### config.mk
export PLATFORM = sky130hd
export DESIGN_NAME = apb_master_ctrl_flat
export DESIGN_NICKNAME = d
export VERILOG_FILES = /design/src/rtl/apb_master_ctrl_pkg.sv /design/src/rtl/apb_master_ctrl_if.sv /design/src/rtl/apb_master_ctrl_timer.sv /design/src/rtl/apb_master_ctrl.sv /design/src/flat_wrapper.sv
export SDC_FILE = /design/constraint.sdc
export NUM_CORES = 1
export LEC_CHECK = 0
export CAP_MARGIN = 30
export CORE_MARGIN = 4
export CORE_UTILIZATION = 25
export CTS_CLUSTER_SIZE = 14
export DETAILED_ROUTE_END_ITERATION = 12
export DONT_BUFFER_PORTS = 1
export PLACE_DENSITY = 0.36
export RECOVER_POWER = 50
export SLEW_MARGIN = 40
export SYNTH_ARGS = -nofsm -noshare
export SYNTH_HDL_FRONTEND = slang
export SYNTH_HIERARCHICAL = 1
export SYNTH_SLANG_ARGS = --single-unit
### constraint.sdc
create_clock -name pclk -period 4.52 [get_ports pclk]
set_input_delay 0.904 -clock pclk [delete_from_list [all_inputs] [get_ports pclk]]
set_output_delay 0.904 -clock pclk [all_outputs]
set_load 0.05 [all_outputs]
### src/rtl/apb_master_ctrl_pkg.sv
// Shared APB definitions: state encoding, default bus widths and a helper for
// sizing the ACCESS wait counter. Used by the requester and the APB slaves.
package apb_pkg;

  localparam int unsigned APB_AW = 32;
  localparam int unsigned APB_DW = 32;

  typedef enum logic [1:0] {
    IDLE   = 2'd0,
    SETUP  = 2'd1,
    ACCESS = 2'd2,
    RESP   = 2'd3
  } apb_state_e;

  // Plain vector constants of the same encoding, for state registers kept as logic
  localparam logic [1:0] ST_IDLE   = IDLE;
  localparam logic [1:0] ST_SETUP  = SETUP;
  localparam logic [1:0] ST_ACCESS = ACCESS;
  localparam logic [1:0] ST_RESP   = RESP;

  // Counter width able to hold 0..timeout; at least one bit when timeout is disabled
  function automatic int unsigned wait_cnt_width(input int unsigned timeout);
    return (timeout == 0) ? 1 : $clog2(timeout + 1);
  endfunction

endpackage

### src/rtl/apb_master_ctrl_if.sv
// Command/response side and APB side of the requester bundled in one interface.
// master: the requester's view. slave: the local controller plus APB completer view.
interface apb_master_ctrl_if #(
  parameter int unsigned AW = apb_pkg::APB_AW,
  parameter int unsigned DW = apb_pkg::APB_DW
) ();

  logic          cmd_valid;
  logic          cmd_ready;
  logic          cmd_write;
  logic [AW-1:0] cmd_addr;
  logic [DW-1:0] cmd_wdata;
  logic          rsp_valid;
  logic [DW-1:0] rsp_rdata;
  logic          rsp_err;
  logic          rsp_timeout;
  logic          psel;
  logic          penable;
  logic          pwrite;
  logic [AW-1:0] paddr;
  logic [DW-1:0] pwdata;
  logic [DW-1:0] prdata;
  logic          pready;
  logic          pslverr;

  modport master (
    input  cmd_valid, cmd_write, cmd_addr, cmd_wdata, prdata, pready, pslverr,
    output cmd_ready, rsp_valid, rsp_rdata, rsp_err, rsp_timeout,
           psel, penable, pwrite, paddr, pwdata
  );

  modport slave (
    output cmd_valid, cmd_write, cmd_addr, cmd_wdata, prdata, pready, pslverr,
    input  cmd_ready, rsp_valid, rsp_rdata, rsp_err, rsp_timeout,
           psel, penable, pwrite, paddr, pwdata
  );

endinterface

### src/rtl/apb_master_ctrl_timer.sv
// ACCESS-phase wait counter. Counts cycles without pready, saturates at TIMEOUT,
// and flags expiry on the cycle whose stall brings the count up to TIMEOUT, so a
// never-ready completer sees exactly TIMEOUT ACCESS cycles. TIMEOUT=0 disables it.
module apb_wait_timer
  import apb_pkg::*;
#(
  parameter int unsigned TIMEOUT = 16
) (
  input  logic pclk,
  input  logic presetn,
  input  logic count_en,
  input  logic clear,
  output logic expire
);

  localparam int unsigned   CW    = wait_cnt_width(TIMEOUT);
  localparam logic [CW-1:0] LIMIT = CW'(TIMEOUT);
  localparam logic [CW-1:0] LAST  = CW'((TIMEOUT == 0) ? 0 : TIMEOUT - 1);
  localparam logic          ARMED = (TIMEOUT != 0);

  logic [CW-1:0] count_reg;

  // Stall counter: cleared outside ACCESS, frozen once it reaches the limit
  always_ff @(posedge pclk or negedge presetn) begin
    if (!presetn) begin
      count_reg <= '0;
    end else if (clear) begin
      count_reg <= '0;
    end else if (count_en && (count_reg != LIMIT)) begin
      count_reg <= count_reg + CW'(1);
    end
  end

  assign expire = ARMED && count_en && (count_reg == LAST);

endmodule

### src/rtl/apb_master_ctrl.sv
// APB requester: turns one command at a time into an APB SETUP/ACCESS transfer
// and returns a single-cycle response with read data, slave error and timeout.
module apb_master_ctrl
  import apb_pkg::*;
#(
  parameter int unsigned AW      = APB_AW,
  parameter int unsigned DW      = APB_DW,
  parameter int unsigned TIMEOUT = 16
) (
  input logic               pclk,
  input logic               presetn,
  apb_master_ctrl_if.master bus
);

  logic [1:0]    state_reg;
  logic [1:0]    state_next;
  logic          pwrite_reg;
  logic [AW-1:0] paddr_reg;
  logic [DW-1:0] pwdata_reg;
  logic [DW-1:0] rdata_reg;
  logic          err_reg;
  logic          tout_reg;

  logic in_idle;
  logic in_access;
  logic in_resp;
  logic accept;
  logic wait_en;
  logic wait_clr;
  logic expire;

  assign in_idle   = (state_reg == ST_IDLE);
  assign in_access = (state_reg == ST_ACCESS);
  assign in_resp   = (state_reg == ST_RESP);
  assign accept    = in_idle && bus.cmd_valid;
  assign wait_en   = in_access && !bus.pready;
  assign wait_clr  = !in_access;

  apb_wait_timer #(
    .TIMEOUT (TIMEOUT)
  ) u_wait_timer (
    .pclk     (pclk),
    .presetn  (presetn),
    .count_en (wait_en),
    .clear    (wait_clr),
    .expire   (expire)
  );

  // Transfer sequencing; pready is tested before expiry so it wins a tie
  always_comb begin
    state_next = state_reg;
    case (state_reg)
      ST_IDLE:   if (bus.cmd_valid) state_next = ST_SETUP;
      ST_SETUP:  state_next = ST_ACCESS;
      ST_ACCESS: if (bus.pready || expire) state_next = ST_RESP;
      default:   state_next = ST_IDLE;
    endcase
  end

  // State register; reset drops psel/penable immediately and discards the transfer
  always_ff @(posedge pclk or negedge presetn) begin
    if (!presetn) begin
      state_reg <= ST_IDLE;
    end else begin
      state_reg <= state_next;
    end
  end

  // Request fields latched on accept and held afterwards so the bus stays quiet in IDLE
  always_ff @(posedge pclk or negedge presetn) begin
    if (!presetn) begin
      pwrite_reg <= 1'b0;
      paddr_reg  <= '0;
      pwdata_reg <= '0;
    end else if (accept) begin
      pwrite_reg <= bus.cmd_write;
      paddr_reg  <= bus.cmd_addr;
      pwdata_reg <= bus.cmd_write ? bus.cmd_wdata : '0;
    end
  end

  // Completion capture; prdata is only taken for clean reads so errored data never leaks
  always_ff @(posedge pclk or negedge presetn) begin
    if (!presetn) begin
      rdata_reg <= '0;
      err_reg   <= 1'b0;
      tout_reg  <= 1'b0;
    end else if (in_access && bus.pready) begin
      rdata_reg <= (!pwrite_reg && !bus.pslverr) ? bus.prdata : '0;
      err_reg   <= bus.pslverr;
      tout_reg  <= 1'b0;
    end else if (in_access && expire) begin
      rdata_reg <= '0;
      err_reg   <= 1'b1;
      tout_reg  <= 1'b1;
    end
  end

  assign bus.cmd_ready   = presetn && in_idle;
  assign bus.psel        = (state_reg == ST_SETUP) || in_access;
  assign bus.penable     = in_access;
  assign bus.pwrite      = pwrite_reg;
  assign bus.paddr       = paddr_reg;
  assign bus.pwdata      = pwdata_reg;
  assign bus.rsp_valid   = in_resp;
  assign bus.rsp_rdata   = in_resp ? rdata_reg : '0;
  assign bus.rsp_err     = in_resp && err_reg;
  assign bus.rsp_timeout = in_resp && tout_reg;

endmodule

### src/flat_wrapper.sv
// flat-port wrapper written by rule: the top's interface ports become plain ports
module apb_master_ctrl_flat import apb_pkg::*;
#(
  parameter int unsigned AW      = APB_AW,
  parameter int unsigned DW      = APB_DW,
  parameter int unsigned TIMEOUT = 16
)
  (pclk, presetn, bus_cmd_valid, bus_cmd_write, bus_cmd_addr, bus_cmd_wdata, bus_prdata, bus_pready, bus_pslverr, bus_cmd_ready, bus_rsp_valid, bus_rsp_rdata, bus_rsp_err, bus_rsp_timeout, bus_psel, bus_penable, bus_pwrite, bus_paddr, bus_pwdata);
  apb_master_ctrl_if #(.AW(AW), .DW(DW)) bus_i ();
  input logic pclk;
  input logic presetn;
  input wire logic [$bits(bus_i.cmd_valid)-1:0] bus_cmd_valid;
  input wire logic [$bits(bus_i.cmd_write)-1:0] bus_cmd_write;
  input wire logic [$bits(bus_i.cmd_addr)-1:0] bus_cmd_addr;
  input wire logic [$bits(bus_i.cmd_wdata)-1:0] bus_cmd_wdata;
  input wire logic [$bits(bus_i.prdata)-1:0] bus_prdata;
  input wire logic [$bits(bus_i.pready)-1:0] bus_pready;
  input wire logic [$bits(bus_i.pslverr)-1:0] bus_pslverr;
  output wire logic [$bits(bus_i.cmd_ready)-1:0] bus_cmd_ready;
  output wire logic [$bits(bus_i.rsp_valid)-1:0] bus_rsp_valid;
  output wire logic [$bits(bus_i.rsp_rdata)-1:0] bus_rsp_rdata;
  output wire logic [$bits(bus_i.rsp_err)-1:0] bus_rsp_err;
  output wire logic [$bits(bus_i.rsp_timeout)-1:0] bus_rsp_timeout;
  output wire logic [$bits(bus_i.psel)-1:0] bus_psel;
  output wire logic [$bits(bus_i.penable)-1:0] bus_penable;
  output wire logic [$bits(bus_i.pwrite)-1:0] bus_pwrite;
  output wire logic [$bits(bus_i.paddr)-1:0] bus_paddr;
  output wire logic [$bits(bus_i.pwdata)-1:0] bus_pwdata;
  assign bus_i.cmd_valid = bus_cmd_valid;
  assign bus_i.cmd_write = bus_cmd_write;
  assign bus_i.cmd_addr = bus_cmd_addr;
  assign bus_i.cmd_wdata = bus_cmd_wdata;
  assign bus_i.prdata = bus_prdata;
  assign bus_i.pready = bus_pready;
  assign bus_i.pslverr = bus_pslverr;
  assign bus_cmd_ready = bus_i.cmd_ready;
  assign bus_rsp_valid = bus_i.rsp_valid;
  assign bus_rsp_rdata = bus_i.rsp_rdata;
  assign bus_rsp_err = bus_i.rsp_err;
  assign bus_rsp_timeout = bus_i.rsp_timeout;
  assign bus_psel = bus_i.psel;
  assign bus_penable = bus_i.penable;
  assign bus_pwrite = bus_i.pwrite;
  assign bus_paddr = bus_i.paddr;
  assign bus_pwdata = bus_i.pwdata;
  apb_master_ctrl #(.AW(AW), .DW(DW), .TIMEOUT(TIMEOUT)) u_core (.pclk(pclk), .presetn(presetn), .bus(bus_i));
endmodule
=== Word-level counts from Yosys, hierarchy flattened ===
Cells that the tools add are included.

* Flip-flop bits (word level): 106
* Latch bits: 0
* Bits in writable memories: 0
* ROM bits: 0
* Input bits: 102
* Output and inout port bits: 103
* Logic and storage cells: 48
* Memories: 0

* Add/sub/neg operators: 1
* Multipliers: 0
* Div/mod/pow operators: 0
* Order comparisons: 0
* Eq/ne operators: 8
* Shift operators: 0
* Mux-type cells: 13
* Bitwise operators: 0
* Reductions and logical operators: 18

{| class="wikitable"
|+ Operators by type and width
! kind !! number
|-
| $mux W32 || 5
|-
| $logic_and A1 B1 Y1 || 10
|-
| $mux W5 || 2
|-
| $ne A2 B2 Y1 const B || 3
|-
| $pmux W2 S3 || 1
|-
| $add A5 B1 Y5 const B || 1
|-
| $eq A5 B4 Y1 const B || 1
|-
| $ne A5 B5 Y1 const B || 1
|-
| $eq A2 B2 Y1 const B || 2
|-
| $mux W2 || 2
|-
| $logic_not A1 Y1 || 3
|-
| $mux W1 || 3
|-
| $eq A2 B1 Y1 const B || 1
|-
| $logic_not A2 Y1 || 1
|-
| $logic_or A1 B1 Y1 || 2
|-
| $reduce_and A2 Y1 || 1
|-
| $reduce_bool A2 Y1 || 1
|}

=== Longest topological paths before layout ===
Gate-level depths: netlist of run 1.

* Depth in word-level cells: 6
* Gate-level depth with buffers: 8

=== By module ===
Netlist of run 1, hierarchy kept.

{| class="wikitable"
|+ Modules (own cells, without submodules)
! module !! instances !! cells an instance !! area each (µm²) !! sequential area each (µm²)
|-
| apb_master_ctrl || 1 || 341 || 4048.9 || 2527.4
|-
| apb_wait_timer || 1 || 30 || 306.5 || 125.1
|}

=== Worst setup path after synthesis of run 1 ===
OpenSTA, ideal clock, no wires.

* Kind: register to output
* Start: register u_core.state_reg[1]
* End: output port bus_rsp_err
* Arrival: 1.645 ns
* Data required time: 3.616 ns
* Path slack: 1.971 ns
* Stages on the path, launching flop included: 4
* Buffers on the path: 1
* Cells stage by stage: dfrtp_1 > ha_1 > clkbuf_1 > and2_1

* Word-level cells in the longest chain between the ends: 2

{| class="wikitable"
|+ Ends and longest elaborated chain
! what !! RTL line !! RTL
|-
| start: declaration || apb_master_ctrl.sv:15 || <nowiki>logic [1:0] state_reg;</nowiki>
|-
| start signal: assignment || apb_master_ctrl.sv:65 || <nowiki>state_reg <= state_next;</nowiki>
|-
| $eq A2 B2 Y1 || apb_master_ctrl.sv:34 || <nowiki>assign in_resp = (state_reg == ST_RESP);</nowiki>
|-
| net bus_rsp_valid || flat_wrapper.sv:20 || <nowiki>output wire logic [$bits(bus_i.rsp_valid)-1:0] bus_rsp_valid;</nowiki>
|-
| $logic_and A1 B1 Y1 || apb_master_ctrl.sv:107 || <nowiki>assign bus.rsp_err = in_resp && err_reg;</nowiki>
|-
| end: declaration || flat_wrapper.sv:22 || <nowiki>output wire logic [$bits(bus_i.rsp_err)-1:0] bus_rsp_err;</nowiki>
|}

The timed path passes the listed nets, and every way through them passes these cells.

=== Worst setup path after layout of run 1 ===
* Start: register u_core.state_reg[1]
* End: output port bus_rsp_rdata[22]

* Word-level cells in the longest chain between the ends: 2

{| class="wikitable"
|+ Ends and longest elaborated chain
! what !! RTL line !! RTL
|-
| $eq A2 B2 Y1 || apb_master_ctrl.sv:34 ||
|-
| net bus_rsp_valid || flat_wrapper.sv:20 ||
|-
| $mux W32 || apb_master_ctrl.sv:106 || <nowiki>assign bus.rsp_rdata = in_resp ? rdata_reg : '0;</nowiki>
|-
| end: declaration || flat_wrapper.sv:21 || <nowiki>output wire logic [$bits(bus_i.rsp_rdata)-1:0] bus_rsp_rdata;</nowiki>
|}

The timed path passes the listed nets, and every way through them passes these cells.

==> results.py, run 1 <==
metrics = {
    "placement": {
        "io_buffer_count": 0,
        "place_congestion": 0.670,
        "dp.final_hpwl_um": 7290,
        "dpl-instance-area_sq_um": 4570,
    },
    "clock_tree": {
        "cts_buffers": 9,
        "cts_post_setup_buffers_inserted": 0,
        "cts_root_buffer": "clkbuf_16",
        "cts_tree": "yes",
        "cts_resized": 0,
        "worstSkewPairLatency_ps": 340,
        "clock-sinks": 106,
        "clk_pin_slew_ps": 70,
        "h-tree-depth": 3,
        "clk_path_buf_depth": 2,
        "cts_hold_buffers": 0,
    },
    "power": {
        "leakage_nw": 2.20,
        "clkPwrFrac_pct": 18.7,
        "p_int_w": 0.00211,
        "p_seq_share_pct": 59.5,
        "comb_power_share_pct": 21.8,
        "power.density_nw_per_um2": 869,
        "peakVddDrop_mv": 0.360,
        "p_switching_w": 0.00212,
        "swShare_pct": 50.1,
    },
    "floorplan": {
        "pin_count": 205,
        "die_h_um": 140,
        "die_w_um": 140,
        "rows": 47,
        "die_area_sq_um": 19600,
        "core_area_sq_um": 16800,
        "initial_core_util_pct": 25.9,
    },
    "detailed_routing": {
        "vias": 2646,
        "routed_wl_um": 10600,
        "dr.pass1.iters": 6,
        "viasPerCell": 4.52,
        "drtIter0Drc": 80,
        "antenna_left": 0,
        "drc": 0,
        "routedWlPerCell_um": 18.2,
    },
    "flow_run": {
        "max_cap_violations": 1,
    },
    "sta": {
        "skew_ps": 8.53,
        "worstMarginPinSlew_ps": 1710,
        "tns_ps": 0,
        "period_share_pct": 59.9,
        "fin_crit_ps": 2710,
        "slew_headroom_pct": -14.2,
        "fmax_mhz": 369,
        "setup_viol_count_final": 0,
        "hold_viol_final": 0,
        "final_max_slew_viol_count": 98,
        "rsz0062_at_grt": "false",
    },
    "synth": {
        "synthCells": 371,
        "synthXorXnorAreaFrac_pct": 0.201,
        "yosysWarningCount": 6,
        "netlist_area_sq_um": 4360,
        "synth_adder_area_share_pct": 2.01,
        "synth_compound_area_share_pct": 12.3,
        "ys_ff_latch": 106,
        "yosys.area_share.simple_pct": 12.2,
        "syn_nets": 480,
        "syn_area_per_cell_sq_um": 11.7,
        "synth_top_family_by_area": "compound AO/OA/AOI/OAI gates",
        "muxShareOfSynthArea_pct": 9.22,
        "ys_types": 27,
        "seq_area_frac_synth_pct": 60.9,
    },
    "cells_and_area": {
        "syn_to_final_growth_pct": 11.7,
        "diodes": 0,
        "fillerInstances": 1774,
        "drive_gt1_share_pct": 15.8,
        "final_area_sq_um": 4870,
        "final_net_count": 470,
    },
    "worst_setup_path": {
        "r2r_start": "u_core/state_reg[0]",
        "critical_path_class": "flip-flop to primary output",
        "cp.required_ps": 3620,
        "cp_max_fo": 35,
        "rr_endpoint": "u_core/bus.paddr[18]",
        "worst-endpoint-arrival_ps": 1800,
        "reg2reg_slack_ps": 1900,
        "setup.worst_path.end_class": "primary output",
        "rr_worst_depth": 4,
        "cp-start-kind": "flip-flop",
    },
    "grt": {
        "grt_max_degree": 108,
        "grt_antenna_before_repair": 0,
        "grt_pass1_vias": 2928,
        "grt-ovfl-total": 0,
        "grt_use_total_pct": 10.8,
        "grt_first_pass_wirelength_um": 16600,
    },
    "run_status": {
        "violations": "max-capacitance violations, max-slew violations",
        "status": "complete, but fails checks",
    },
    "min_path": {
        "holdCritPathClass": "primary input to asynchronous set/reset pin",
    },
}
cells in the final DEF, fill, tap and decap left out, types with 2 or more instances in the layout:
master	instances
a211oi_1	2
a21oi_1	3
a22o_1	32
and2_1	36
buf_4	2
clkbuf_1	2
clkbuf_16	9
dfrtp_1	106
ha_1	6
inv_1	9
mux2_2	33
mux2_4	2
nand2_1	66
nor2_1	6
o21ai_0	32
cell families after synthesis:
group           Yosys count
simple gates            113
fa+ha+maj                 7
compound gates           76
xor+xnor                  1
buf+inv                  33
mux                      35
flops                   106
synth_stat cells:
cell | number | area, sq um
ha_1 | 7 | 87.6
o21a_4 | 1 | 15.0
or2_1 | 1 | 6.26
o31ai_1 | 1 | 7.51
inv_2 | 1 | 3.75
inv_1 | 9 | 33.8
a41o_1 | 1 | 10.0
dfrtp_1 | 106 | 2650
mux2_2 | 33 | 372
a22o_1 | 32 | 280
nand4_1 | 1 | 6.26
o32a_1 | 1 | 10.0
o21ai_0 | 27 | 135
and2_1 | 36 | 225
a211oi_1 | 2 | 15.0
and3_2 | 1 | 7.51
o22a_1 | 1 | 8.76
o2111ai_1 | 1 | 8.76
buf_2 | 13 | 65.1
nand2_1 | 67 | 251
nor2_1 | 6 | 22.5
o21ai_1 | 6 | 30.0
xor2_1 | 1 | 8.76
clkbuf_1 | 10 | 37.5
a21oi_1 | 3 | 15.0
mux2_4 | 2 | 30.0
nor3_2 | 1 | 10.0
per-layer routing:
metal  global-route usage [%]  share of wire, %
met1                     12.4                40
met2                     16.7                46
met3                     6.20                12
met4                     4.08               1.9
met5                        0                 0
power groups by stage:
stage | clock [W] | sequential (W) | combinational (W)
global route | 0.000871 | 0.00257 | 0.00102
CTS | 0.000837 | 0.00253 | 0.000933
finish | 0.000792 | 0.00252 | 0.000920
floorplan | 0 | 0.00244 | 0.000822
global placement | 0 | 0.00256 | 0.000905
detailed placement | 0 | 0.00254 | 0.000939
worst max-delay path by stage:
| stage | from | end | cells after the start | slack (ps) |
|---|---|---|---|---|
| final | u_core/state_reg[1] | bus_rsp_rdata[22] | 2 | 1810 |
| after global routing | u_core/state_reg[0] | u_core/bus.paddr[18] | 4 | 1620 |
| after CTS | u_core/state_reg[1] | bus_rsp_rdata[18] | 2 | 1460 |
| after detailed placement | u_core/state_reg[1] | bus_rsp_rdata[18] | 2 | 1870 |
| after global placement | u_core/state_reg[1] | bus_rsp_err | 2 | 1960 |
| after floorplan | u_core/state_reg[1] | bus_rsp_err | 3 | 1970 |
layout make-up:
cell class | instances | area [sq um] | share of cell area, %
Multi-Input combinational cell | 232 | 1590 | 32.6
Inverter | 10 | 37.5 | 0.771
Sequential cell | 106 | 2650 | 54.5
Clock inverter | 4 | 51.3 | 1.05
Clock buffer | 12 | 246 | 5.07
Tap cell | 220 | 275 | 5.66
Timing Repair Buffer | 2 | 15.0 | 0.309
through the flow:
step / utilization, % / worst slack [ps] / hold WS (ps) / instances / total power [W]
6_report: 28.9 / 1810 / 250 / 586 / 0.00423
5_1_grt: 28.9 / 1620 / 217 / 586 / 0.00446
3_5_place_dp: 27.2 / 1870 / 483 / 570 / 0.00348
2_1_floorplan: - / 1970 / 464 / 371 / 0.00326
4_1_cts: 29.0 / 1460 / 227 / 586 / 0.00430
3_3_place_gp: 27.1 / 1960 / 483 / 570 / 0.00346
worst max-delay path, cell delays in order, from the launching register on:
cell,delay [ps]
dfrtp_1,450
ha_4,460
and2_1,530
(Power assumes the default switching activity.)
==> inputs of run 2 (changes only) <==
--- a/config.mk
+++ b/config.mk
@@ -5,13 +5,14 @@
 export SDC_FILE = /design/constraint.sdc
 export NUM_CORES = 1
 export LEC_CHECK = 0
+export ABC_AREA = 1
 export CAP_MARGIN = 30
 export CORE_MARGIN = 4
 export CORE_UTILIZATION = 25
 export CTS_CLUSTER_SIZE = 14
 export DETAILED_ROUTE_END_ITERATION = 12
 export DONT_BUFFER_PORTS = 1
-export PLACE_DENSITY = 0.36
+export PLACE_DENSITY = 0.38
 export RECOVER_POWER = 50
 export SLEW_MARGIN = 40
 export SYNTH_ARGS = -nofsm -noshare
==> constraint.sdc (replaced) <==
create_clock -name pclk -period 2.3 [get_ports pclk]
set_input_delay 0.46 -clock pclk [delete_from_list [all_inputs] [get_ports pclk]]
set_output_delay 0.46 -clock pclk [all_outputs]
set_load 0.05 [all_outputs]
==> run 2 against run 1 <==
Net effect:
- the run ends with negative hold slack left
- clock power rose by 82%
- worst setup slack got worse by 1600 ps
- clock skew rose by 1.9 ps
- register-to-register slack got worse by 1400 ps
- worst hold slack got worse by 440 ps
- non-clock buffer count rose by 39
- sequential power rose by 98%
- sequential share of layout area fell by 5.4 points
- wire length rose by 13%
- cell area rose by 11%
- synthesized area rose by 6.5%
- highest routed layer unchanged
==> results.py, run 2 <==
metrics = {
    "floorplan": {
        "core_area_sq_um": 18100,
        "pin_count": 205,
        "initial_core_util_pct": 25.7,
        "die_w_um": 144,
        "die_area_sq_um": 20800,
        "die_h_um": 144,
        "rows": 49,
    },
    "synth": {
        "syn_area_per_cell_sq_um": 8.14,
        "synth-edff-count": 0,
        "synthCells": 570,
        "yosysWarningCount": 6,
        "ys_types": 22,
        "synth_commonest_cells": "309 x nand2_1, 106 x dfrtp_1, 49 x inv_1",
        "synth_top_area_share_pct": 57.2,
        "yosys.cell_count.top_type": "nand2_1",
        "netlist_area_sq_um": 4640,
        "ys_ff_latch": 106,
        "seq_area_frac_synth_pct": 57.2,
        "yosys.area.top_type": "dfrtp_1",
        "synth-async-reset-ratio_pct": 100,
        "syn_nets": 679,
        "synth_area_leaders": "dfrtp_1 57%, nand2_1 25%, inv_1 4.0%, o21ai_0 3.0%, ha_1 1.9%",
        "synth_flop_cell": "dfrtp_1",
    },
    "clock_tree": {
        "cts_resized": 0,
        "cts_tree": "yes",
        "clk_pin_slew_ps": 80,
        "cts_post_setup_buffers_inserted": 0,
        "cts_buffers": 9,
        "h-tree-depth": 3,
        "clock-sinks": 106,
        "cts_root_buffer": "clkbuf_16",
        "clk_path_buf_depth": 2,
        "worstSkewPairLatency_ps": 340,
    },
    "worst_setup_path": {
        "cp_max_fo": 35,
        "critical_path_class": "flip-flop to primary output",
        "worst-endpoint-arrival_ps": 1670,
        "rr_endpoint": "u_core/rdata_reg[1]",
        "cp.required_ps": 1840,
        "r2r_start": "u_core/state_reg[0]",
        "cp-start-kind": "flip-flop",
        "setup.worst_path.end_class": "primary output",
        "rr_worst_depth": 12,
        "reg2reg_slack_ps": 510,
    },
    "min_path": {
        "holdCritPathClass": "primary input to asynchronous set/reset pin",
    },
    "placement": {
        "io_buffer_count": 0,
        "dp.final_hpwl_um": 8720,
        "place_congestion": 0.708,
    },
    "cells_and_area": {
        "layout_commonest_cell": "nand2_1",
        "diodes": 0,
        "fillerInstances": 1961,
        "syn_to_final_growth_pct": 16.4,
        "final_net_count": 704,
        "layout_common_cells": "309 x nand2_1, 106 x dfrtp_1, 49 x inv_1",
        "drive_gt1_share_pct": 12.3,
    },
    "grt": {
        "grt_use_total_pct": 11.4,
        "grt-ovfl-total": 0,
        "grt_antenna_before_repair": 0,
        "grt_first_pass_wirelength_um": 18700,
        "grt_pass1_vias": 3533,
        "grt_max_degree": 108,
    },
    "sta": {
        "final_max_slew_viol_count": 0,
        "setup_viol_count_final": 0,
        "rsz0062_at_grt": "false",
        "worstMarginPinSlew_ps": 586,
        "fin_crit_ps": 2130,
        "slew_headroom_pct": 60.9,
        "period_share_pct": 92.5,
        "fmax_mhz": 470,
        "tns_ps": 0,
        "whs_ps": -192,
        "skew_ps": 10.4,
        "hold_viol_final": 106,
    },
    "detailed_routing": {
        "viasPerCell": 4.20,
        "routedWlPerCell_um": 14.5,
        "routed_wl_um": 12000,
        "drc": 0,
        "drtIter0Drc": 204,
        "antenna_left": 0,
        "vias": 3481,
        "dr.pass1.iters": 5,
    },
    "run_status": {
        "violations": "negative hold slack",
        "status": "complete, but fails checks",
    },
    "power": {
        "peakVddDrop_mv": 0.563,
        "power.density_nw_per_um2": 1560,
        "leakage_nw": 3.07,
    },
    "flow_run": {
        "max_cap_violations": 0,
    },
}
[run 2: cell count changes after synthesis, sizes merged, moves of 9 or more]
| cell | before | now |
|---|---|---|
| mux2 | 35 | 0 |
| a22o | 32 | 0 |
| inv | 10 | 51 |
| and2 | 36 | 0 |
| nand3 | 0 | 9 |
| nand2 | 67 | 318 |
[run 2: how the worst max path moves through the flow]
stage,from,end,slack (ps),depth (start not counted)
2_1_floorplan,u_core/state_reg[1],bus_rsp_rdata[10],150,5
3_3_place_gp,u_core/state_reg[1],bus_rsp_rdata[13],560,5
3_5_place_dp,u_core/state_reg[1],bus_rsp_rdata[5],510,5
4_1_cts,u_core/state_reg[1],bus_rsp_rdata[5],120,5
5_1_grt,u_core/state_reg[1],bus_rsp_rdata[31],30,5
6_report,u_core/state_reg[1],bus_rsp_rdata[5],170,5
[run 2: final cells by class]
class / count / area, sq um / share of cell area (%)
timing repair buffer: 41 / 370 / 6.86
clock inverter: 7 / 52.6 / 0.973
tap: 229 / 287 / 5.31
inverter: 52 / 196 / 3.64
sequential: 106 / 2650 / 49.1
multi-input combinational: 385 / 1620 / 29.9
clock buffer: 9 / 225 / 4.17
[run 2: report_power, final]
part	internal, W	switching [W]	total [W]
Sequential	0.00255	0.00243	0.00498
Clock	0.000742	0.000698	0.00144
Combinational	0.000646	0.00135	0.00200
[run 2: critical path, stage by stage, from the launching register on]
cell     delay, ps
dfrtp_1        430
ha_2           190
buf_4          320
nand2_1        100
inv_1           70
buf_4          190
[run 2: metal layers]
layer,GRT usage [%],vias to the layer above,share of wire (%)
li1,-,1754,-
met1,14.4,1585,43
met2,17.6,130,46
met3,4.53,12,10
met4,4.57,0,1.6
met5,0,-,0
[run 2: cell families after synthesis]
logic type | after synthesis | synth area share [%]
AOI/OAI and AO/OA | 34 | 3.67
adders and majority gates | 7 | 1.89
and+or+nand+nor | 344 | 29.2
DFF | 106 | 57.2
buffers and inverters | 79 | 8.06
[run 2: metrics by stage]
step	total power, W	instances	instance area (sq um)	setup WS, ps	utilization [%]
floorplan	0.00649	570	4640	154	-
global placement	0.00702	813	5120	563	28.3
detailed placement	0.00708	813	5120	511	28.3
CTS	0.00858	829	5400	116	29.9
global route	0.00897	829	5400	30.0	29.9
finish	0.00842	829	5400	172	29.9
==> inputs of run 3 (changes only) <==
--- a/config.mk
+++ b/config.mk
@@ -5,17 +5,20 @@
 export SDC_FILE = /design/constraint.sdc
 export NUM_CORES = 1
 export LEC_CHECK = 0
-export ABC_AREA = 1
+export ABC_AREA = 0
 export CAP_MARGIN = 30
+export CELL_PAD_IN_SITES_DETAIL_PLACEMENT = 1
+export CELL_PAD_IN_SITES_GLOBAL_PLACEMENT = 1
 export CORE_MARGIN = 4
 export CORE_UTILIZATION = 25
 export CTS_CLUSTER_SIZE = 14
 export DETAILED_ROUTE_END_ITERATION = 12
 export DONT_BUFFER_PORTS = 1
-export PLACE_DENSITY = 0.38
+export PLACE_DENSITY = 0.47
 export RECOVER_POWER = 50
 export SLEW_MARGIN = 40
 export SYNTH_ARGS = -nofsm -noshare
 export SYNTH_HDL_FRONTEND = slang
 export SYNTH_HIERARCHICAL = 1
 export SYNTH_SLANG_ARGS = --single-unit
+export TNS_END_PERCENT = 100
==> run 3 against run 2 <==
Net effect:
- the flow still finishes with violations (negative hold slack)
- count of clock-buffer cells in the layout up 2
- final cell count shrank 25%
- cell area up 4.4%
- total power is 5.3% higher
- first-iteration DRC count fell by 49%
- combinational power is 12% higher
- wire length is 2.6% lower
- sequential power is 1% lower
- largest cell class unchanged
- largest power group unchanged
==> results.py, run 3 (synthesis gave the netlist of run 1 again) <==
metrics = {
    "worst_setup_path": {
        "critPathMaxStageDelay_ps": 420,
        "crit_path_end": "bus_rsp_rdata[14]",
        "reg2reg_slack_ps": 330,
        "cp-start-kind": "flip-flop",
        "crit_path_cell_trace": "ha_1 -> buf_4 -> and2_1 -> buf_12",
        "cpMaxStageDelayCell": "dfrtp_1",
        "rr_endpoint": "u_core/state_reg[1]",
        "cp.required_ps": 1840,
        "cp_top_family": "buffers and inverters",
        "r2r_start": "u_core/u_wait_timer/count_reg[0]",
        "critical_path.startpoint": "u_core/state_reg[1]",
        "rr_worst_depth": 6,
        "cp_max_fo": 35,
        "path_depth": 4,
        "setup.worst_path.end_class": "primary output",
        "cp.buffers_inverters": 2,
        "critical_path_class": "flip-flop to primary output",
        "worst-endpoint-arrival_ps": 1650,
    },
    "placement": {
        "place_congestion": 0.736,
        "io_buffer_count": 0,
        "dpl.cell_count": 610,
        "dp.final_hpwl_um": 8440,
    },
    "detailed_routing": {
        "routed_wl_um": 11700,
        "routedWlPerCell_um": 18.7,
        "vias": 2863,
        "antenna_left": 0,
        "dr.pass1.iters": 4,
        "viasPerCell": 4.58,
        "drtIter0Drc": 105,
        "drc": 0,
    },
    "run_status": {
        "violations": "negative hold slack",
        "status": "complete, but fails checks",
    },
    "sta": {
        "setup_viol_count_final": 0,
        "whs_ps": -189,
        "hold_viol_final": 106,
        "period_share_pct": 91.7,
        "slew_headroom_pct": 60.4,
        "tns_ps": 0,
        "worstMarginPinSlew_ps": 593,
        "skew_ps": 10.3,
        "final_max_slew_viol_count": 0,
        "fmax_mhz": 474,
        "fin_crit_ps": 2110,
        "rsz0062_at_grt": "false",
    },
    "power": {
        "leakage_nw": 2.54,
        "peakVddDrop_mv": 0.689,
        "power.density_nw_per_um2": 1570,
    },
    "grt": {
        "grt-ovfl-total": 0,
        "grt_first_pass_wirelength_um": 18800,
        "grt_pass1_vias": 3170,
        "grt_max_degree": 108,
        "grt_antenna_before_repair": 1,
        "grt_use_total_pct": 12.1,
    },
    "clock_tree": {
        "clk_pin_slew_ps": 70,
        "cts_post_setup_buffers_inserted": 0,
        "cts_root_buffer": "clkbuf_16",
        "clock-sinks": 106,
        "cts_resized": 0,
        "h-tree-depth": 3,
        "cts_buffers": 9,
        "cts_tree": "yes",
        "worstSkewPairLatency_ps": 340,
        "clk_path_buf_depth": 2,
    },
    "floorplan": {
        "die_w_um": 140,
        "initial_core_util_pct": 25.9,
        "pin_count": 205,
        "die_h_um": 140,
        "rows": 47,
        "die_area_sq_um": 19600,
        "core_area_sq_um": 16800,
    },
    "cells_and_area": {
        "fillerInstances": 1869,
        "instances_no_fill": 625,
        "diodes": 0,
        "syn_to_final_growth_pct": 29.4,
        "drive_gt1_share_pct": 24.2,
        "layout_commonest_cell": "dfrtp_1",
        "final_net_count": 510,
        "layout_common_cells": "106 x dfrtp_1, 66 x nand2_1, 36 x buf_12, 36 x and2_1, 33 x mux2_2",
    },
    "min_path": {
        "holdCritPathClass": "primary input to asynchronous set/reset pin",
    },
    "flow_run": {
        "max_cap_violations": 0,
    },
}
-- run 3: cell count changes in the layout (fill, tap and decap cells not counted), sizes merged, moves of 3 or more --
cell      previous run  this run
a22o                 0        32
and2                 0        36
a21oi                0         3
inv                 53        11
mux2                 0        35
nor2                13         6
nand3                9         0
clkinvlp             3         0
nand2              318        67
-- run 3: routing by layer --
layer	vias up	part of all wire, %	GRT usage [%]
li1	1320	-	-
met1	1399	44	16.0
met2	130	45	17.8
met3	12	9.9	5.08
met4	2	1.4	4.28
met5	-	0.11	0
-- run 3: worst min-delay path by stage --
stage                       start                   to  slack, ps
after floorplan           presetn  u_core/bus.paddr[0]        160
after global placement    presetn  u_core/rdata_reg[6]        170
after global routing      presetn  u_core/rdata_reg[8]       -210
after detailed placement  presetn  u_core/rdata_reg[8]        170
final                     presetn  u_core/rdata_reg[6]       -190
after CTS                 presetn  u_core/bus.paddr[9]       -210
-- run 3: worst register-to-register path: cells and delay by family, from the launching register on --
family	cells	cell delay (ps)
flops	1	410
fa+ha+maj	2	400
simple gates	2	400
compound gates	1	330
mux	1	310
-- run 3: per-stage QoR --
step	hold slack, ps	cell area (sq um)	power (W)	util, %	setup slack [ps]
global placement	168	5310	0.00716	31.6	376
global route	-214	5640	0.00935	33.5	67.9
detailed placement	168	5310	0.00728	31.6	334
CTS	-212	5640	0.00902	33.5	152
floorplan	164	4360	0.00640	-	195
finish	-189	5640	0.00886	33.5	191
-- run 3: report_power, final --
part	switching, W	internal [W]	total (W)
clock	0.000686	0.00101	0.00170
combinational	0.00120	0.00103	0.00223
sequential	0.00239	0.00254	0.00493
-- run 3: cell type report --
cell class	count	area, sq um	share of cell area (%)
multi-input cells	232	1580	28.0
well taps	220	275	4.88
clock inverters	4	73.8	1.31
inverters	10	37.5	0.666
clock buffers	11	253	4.48
flip-flops and latches	106	2650	47.0
repair buffers	42	766	13.6
